### config.mk
export PLATFORM = sky130hd
export DESIGN_NAME = deco_lectura
export DESIGN_NICKNAME = d
export VERILOG_FILES = /design/src/rtl/deco_lectura.sv
export SDC_FILE = /design/constraint.sdc
export NUM_CORES = 1
export LEC_CHECK = 0
export ABC_AREA = 1
export CORE_ASPECT_RATIO = 1.5
export CORE_UTILIZATION = 48
export DETAILED_ROUTE_END_ITERATION = 6
export PLACE_DENSITY = 0.77
export SYNTH_ARGS = -nofsm -noshare
export SYNTH_HDL_FRONTEND = slang
export SYNTH_SLANG_ARGS = --single-unit
export TNS_END_PERCENT = 5
### constraint.sdc
create_clock -name clk -period 3.85 [get_ports clk]
set_input_delay 0.9625 -clock clk [delete_from_list [all_inputs] [get_ports clk]]
set_output_delay 0.9625 -clock clk [all_outputs]
set_load 0.005 [all_outputs]
### src/rtl/deco_lectura.sv
// deco_lectura: reads the nine RTC registers over the bus controller, validates each BCD byte and keeps binary copies.
// Optional build macro DECO_LECTURA_RANGE_CHK_EN adds per-field range checks on top of the nibble check.
module deco_lectura #(
   parameter int TIMEOUT = 255
) (
   input  logic       clk,
   input  logic       reset,
   input  logic       start,
   input  logic       pausa,
   input  logic       ack,
   input  logic [7:0] dato_rtc,
   output logic       rd_req,
   output logic [7:0] direccion,
   output logic       busy,
   output logic       done,
   output logic       err_bcd,
   output logic       err_timeout,
   output logic [6:0] hora,
   output logic [6:0] minuto,
   output logic [6:0] segundo,
   output logic [6:0] dia,
   output logic [6:0] mes,
   output logic [6:0] anio,
   output logic [6:0] t_hora,
   output logic [6:0] t_minuto,
   output logic [6:0] t_segundo
);
   typedef enum logic [2:0] {
      IDLE   = 3'd0,
      ESPERA = 3'd1,
      CONV   = 3'd2,
      PAUSA  = 3'd3,
      FIN    = 3'd4
   } state_t;

   localparam logic [15:0] TO_LAST = 16'(TIMEOUT - 1);

   state_t      state_r, state_nx_s;
   logic [3:0]  idx_r, idx_nx_s;
   logic [15:0] cnt_r;
   logic [7:0]  dato_r;
   logic [6:0]  val_r [0:8];
   logic        rd_req_nx_s, busy_nx_s, done_nx_s;
   logic [7:0]  dir_nx_s;
   logic        timeout_s, byte_ok_s, offset_s;
   logic [6:0]  bin_s;

   function automatic logic [7:0] addr_of(input logic [3:0] i);
      logic [7:0] a;
      case (i)
         4'd0:    a = 8'h23;
         4'd1:    a = 8'h22;
         4'd2:    a = 8'h21;
         4'd3:    a = 8'h24;
         4'd4:    a = 8'h25;
         4'd5:    a = 8'h26;
         4'd6:    a = 8'h43;
         4'd7:    a = 8'h42;
         4'd8:    a = 8'h41;
         default: a = 8'hFF;
      endcase
      return a;
   endfunction

   function automatic logic [6:0] bcd_to_bin(input logic [7:0] b);
      logic [6:0] hi;
      hi = {3'd0, b[7:4]};
      return (hi << 3) + (hi << 1) + {3'd0, b[3:0]};
   endfunction

   // Nibble check, dia/mes zero check and optional range check; ranges compare the raw BCD byte.
   function automatic logic byte_ok(input logic [7:0] b, input logic [3:0] i);
      logic       ok;
      logic [7:0] lim;
      ok  = (b[7:4] <= 4'd9) && (b[3:0] <= 4'd9);
      ok  = ok && !(((i == 4'd3) || (i == 4'd4)) && (b == 8'h00));
      case (i)
         4'd0, 4'd6: lim = 8'h23;
         4'd3:       lim = 8'h31;
         4'd4:       lim = 8'h12;
         4'd5:       lim = 8'h99;
         default:    lim = 8'h59;
      endcase
`ifdef DECO_LECTURA_RANGE_CHK_EN
      ok = ok && (b <= lim);
`else
      ok = ok && (lim != 8'h00);
`endif
      return ok;
   endfunction

   assign timeout_s = (state_r == ESPERA) && !ack && (cnt_r >= TO_LAST);
   assign offset_s  = (idx_r == 4'd3) || (idx_r == 4'd4);
   assign byte_ok_s = byte_ok(dato_r, idx_r);
   assign bin_s     = bcd_to_bin(dato_r) - (offset_s ? 7'd1 : 7'd0);

   // State and index register.
   always_ff @(posedge clk or posedge reset) begin
      if (reset) begin
         state_r <= IDLE;
         idx_r   <= 4'd0;
      end else begin
         state_r <= state_nx_s;
         idx_r   <= idx_nx_s;
      end
   end

   // Next-state and next-index logic.
   always_comb begin
      state_nx_s = state_r;
      idx_nx_s   = idx_r;
      case (state_r)
         IDLE: begin
            if (start) begin
               state_nx_s = pausa ? PAUSA : ESPERA;
               idx_nx_s   = 4'd0;
            end else begin
               state_nx_s = IDLE;
            end
         end
         ESPERA: begin
            if (ack) begin
               state_nx_s = CONV;
            end else if (timeout_s) begin
               state_nx_s = FIN;
            end else begin
               state_nx_s = ESPERA;
            end
         end
         CONV: begin
            if (idx_r == 4'd8) begin
               state_nx_s = FIN;
            end else begin
               state_nx_s = pausa ? PAUSA : ESPERA;
               idx_nx_s   = idx_r + 4'd1;
            end
         end
         PAUSA: begin
            if (!pausa) begin
               state_nx_s = ESPERA;
            end else begin
               state_nx_s = PAUSA;
            end
         end
         FIN:     state_nx_s = IDLE;
         default: state_nx_s = IDLE;
      endcase
   end

   // Next values of the handshake/status outputs, derived from where the FSM is heading.
   always_comb begin
      rd_req_nx_s = (state_nx_s == ESPERA);
      busy_nx_s   = (state_nx_s != IDLE);
      done_nx_s   = (state_nx_s == FIN);
      if (state_nx_s == ESPERA) begin
         dir_nx_s = addr_of(idx_nx_s);
      end else begin
         dir_nx_s = 8'hFF;
      end
   end

   // Registered handshake/status outputs.
   always_ff @(posedge clk or posedge reset) begin
      if (reset) begin
         rd_req    <= 1'b0;
         direccion <= 8'hFF;
         busy      <= 1'b0;
         done      <= 1'b0;
      end else begin
         rd_req    <= rd_req_nx_s;
         direccion <= dir_nx_s;
         busy      <= busy_nx_s;
         done      <= done_nx_s;
      end
   end

   // Datapath: ack-wait counter, captured byte, sticky errors and the nine value registers.
   always_ff @(posedge clk or posedge reset) begin
      if (reset) begin
         cnt_r       <= 16'd0;
         dato_r      <= 8'd0;
         err_bcd     <= 1'b0;
         err_timeout <= 1'b0;
         for (int i = 0; i < 9; i++) begin
            val_r[i] <= 7'd0;
         end
      end else begin
         case (state_r)
            IDLE: begin
               if (start) begin
                  cnt_r       <= 16'd0;
                  err_bcd     <= 1'b0;
                  err_timeout <= 1'b0;
               end
            end
            ESPERA: begin
               cnt_r <= cnt_r + 16'd1;
               if (ack) begin
                  dato_r <= dato_rtc;
               end else if (timeout_s) begin
                  err_timeout <= 1'b1;
               end
            end
            CONV: begin
               cnt_r <= 16'd0;
               if (byte_ok_s) begin
                  val_r[idx_r] <= bin_s;
               end else begin
                  err_bcd <= 1'b1;
               end
            end
            default: cnt_r <= cnt_r;
         endcase
      end
   end

   assign hora      = val_r[0];
   assign minuto    = val_r[1];
   assign segundo   = val_r[2];
   assign dia       = val_r[3];
   assign mes       = val_r[4];
   assign anio      = val_r[5];
   assign t_hora    = val_r[6];
   assign t_minuto  = val_r[7];
   assign t_segundo = val_r[8];
endmodule

==> impl_metrics.env <==
export IMPL_status="finished clean"
export IMPL_leakage_uw=0.003327
export IMPL_final_cells=855
export IMPL_tns_ps=0
export IMPL_syn_cell_area_um2=5097
export IMPL_antenna_found_initial=0
export IMPL_hpwl_mm=8.710
export IMPL_portBuffers=88
export IMPL_ys_top_cells_by_count="nand2_1, dfrtp_1, inv_1"
export IMPL_grt_pass1_wl_mm=19.78
export IMPL_grt_overflow_total=0
export IMPL_hp_class="register to register"
export IMPL_critPathMaxFanout=9
export IMPL_powerDensity_nw_per_um2=815.5
export IMPL_synth_most_common_cell="nand2_1"
export IMPL_tritoncts="done"
export IMPL_dieWidth_um=86.14
export IMPL_max_freq_ghz=0.3169
export IMPL_rsz0062_at_grt="false"
export IMPL_hold_viol=0
export IMPL_first_pass_iters=6
export IMPL_area_growth_pct=26.44
export IMPL_synth_seq_cells=105
export IMPL_min_period_ps=3156
export IMPL_cts_hold_buf=0
export IMPL_num_rows=45
export IMPL_final_cell_area_um2=6445
export IMPL_yosysSeqAreaShare_pct=51.69
export IMPL_n_fill_cell=871
export IMPL_track_usage_pct=22.80
export IMPL_yosysTopAreaCell="dfrtp_1"
export IMPL_synth_fp_nets=654
export IMPL_cts_num_sinks=105
export IMPL_syn_inst=617
export IMPL_die_area_um2=11040
export IMPL_wire_per_inst_um=13.53
export IMPL_ys_types=30
export IMPL_report_final_slew_viol_count=0
export IMPL_synth_warnings=0
export IMPL_synth_edf_count=0
export IMPL_crit_arrival_ps=3440
export IMPL_ios=89
export IMPL_clk_path_buf_depth=2
export IMPL_ys_async_sr_fraction_pct=100.0
export IMPL_required_ps=4130
export IMPL_drive_gt1_share_pct=7.703
export IMPL_routed_via_count=4265
export IMPL_grt_pass1_vias=4263
export IMPL_antenna_left=0
export IMPL_rrSetupSlack_ps=690
export IMPL_worst_slew_margin_rel_pct=27.81
export IMPL_avgSynthCellArea_um2=8.262
export IMPL_yosys_top_cells_area="dfrtp_1, nand2_1, ha_1, inv_1, nor2_1"
export IMPL_initial_core_util_pct=49.74
export IMPL_post_cts_buffers=0
export IMPL_dp_cells=839
export IMPL_cts_root_buf="clkbuf_16"
export IMPL_power_uw=5256
export IMPL_ys_flop_type="dfrtp_1"
export IMPL_cts_htree_levels=3
export IMPL_path_clk_slew_ps=70
export IMPL_ir_drop_mv=0.6057
export IMPL_dpl_cell_area_um2=6140
export IMPL_diodes=0
export IMPL_core_area_um2=10250
export IMPL_gp_congestion=0.9170
export IMPL_routed_wirelength_mm=11.57
export IMPL_cp_end_kind="register"
export IMPL_die_h_um=128.2
export IMPL_finClkSkew_ps=7.742
export IMPL_finalSetupViolCount=0
export IMPL_drv_cap=0
export IMPL_path_class="register to register"
export IMPL_cts_made_buffers=9
export IMPL_cts_resized=0
export IMPL_finalCritPeriodShare_pct=81.97
export IMPL_clkLatencyLatePin_ps=340
export IMPL_drc=0
export IMPL_grt_max_degree=56
export IMPL_cp_start_kind="register"
export IMPL_dr_first_iter_drc_count=190
export IMPL_worst_slew_pin_slew_ps=1076
export IMPL_fin_nets=746
export IMPL_drt_vias_per_instance=4.988
export IMPL_synth_top_cell_area_share_pct=48.60
## power breakdown
part	total (uW)	internal [uW]	leakage (uW)	switching (uW)
Sequential	1620	1430	0.00139	195
Clock	933	527	0.000143	406
Combinational	2700	1000	0.00180	1700
Total	5260	2960	0.00333	2300
## placed cells by master, fill, tap and decap left out, types with 2 or more instances in the layout
| cell | count |
|---|---|
| clkdlybuf4s50_1 | 88 |
| nor3_1 | 3 |
| o22ai_1 | 2 |
| dfrtp_1 | 99 |
| nand2_2 | 6 |
| nand3_1 | 19 |
| nor2_4 | 2 |
| xor2_1 | 12 |
| nor2_1 | 45 |
| nand2_4 | 7 |
| fa_1 | 2 |
| inv_6 | 2 |
| inv_1 | 63 |
| o21ai_0 | 20 |
| clkinvlp_4 | 2 |
| nor2_2 | 10 |
| nand2_1 | 257 |
| dfstp_2 | 6 |
| ha_1 | 22 |
| clkbuf_16 | 9 |
| o21ai_1 | 2 |
| nand4_1 | 4 |
| inv_2 | 2 |
| a21oi_1 | 16 |
| xnor2_1 | 2 |
## routing by layer
layer / global-route usage [%] / up-vias / routed length [um]
li1: - / 2080 / -
met1: 25.84 / 2046 / 4515
met2: 42.62 / 118 / 6379
met3: 3.542 / 21 / 427
met4: 8.137 / 0 / 244
met5: 0 / - / 0
## area by class of cell
type	instances	area [um2]	area share, %
multi-input cells	435	2155	33.43
repair buffers	90	908.4	14.09
clock inverters	5	62.56	0.9707
clock buffers	11	242.7	3.766
flip-flops and latches	105	2635	40.89
well taps	141	176.4	2.737
inverters	68	265.3	4.116
## worst max-delay path, stage by stage (launching register included)
cell,delay (ps)
dfrtp_1,430
inv_1,130
ha_1,190
inv_1,60
nor2_1,160
inv_1,100
nand2_2,90
ha_1,140
inv_1,40
ha_1,180
ha_1,210
fa_1,400
nand3_1,90
nand2_1,70
xor2_1,560
nand2_1,140
nand2_1,100
## cell families after synthesis
kind of cell	share of synthesized area, %
AOI/OAI and AO/OA	4.345
xor gates and xnor gates	2.406
adders and majority gates	6.186
buffers and inverters	6.038
DFF	51.69
and+or+nand+nor	29.33
## path summary, 6_finish.rpt
| check | startpoint | end | depth (start not counted) |
|---|---|---|---|
| max | idx_r[0] | t_hora[6] | 16 |
| min | dia[0] | dia[0] | 2 |
| max reg2reg | idx_r[0] | t_hora[6] | 16 |
| min reg2reg | dia[0] | dia[0] | 2 |
| max in group asynchronous | reset | direccion[5] | 3 |
| min in group asynchronous | reset | dato_r[3] | 2 |
## through the flow
step	util, %	hold WS, ps	worst slack [ps]
detailed placement	59.91	458.1	762.2
floorplan	-	463.6	136.9
finish	62.89	470.0	694.2
CTS	62.89	475.5	708.3
global placement	59.91	454.5	925.0
global route	62.89	487.6	461.4
## flip-flops by register name, indices dropped and copies added, names as in the netlist, 3 cells and up
signal	flops
cnt_r	16
dato_r	8
anio	7
dia	7
hora	7
mes	7
minuto	7
segundo	7
t_hora	7
t_minuto	7
t_segundo	7
direccion	6
idx_r	4
state_r	3
(Power assumes the default switching activity.)
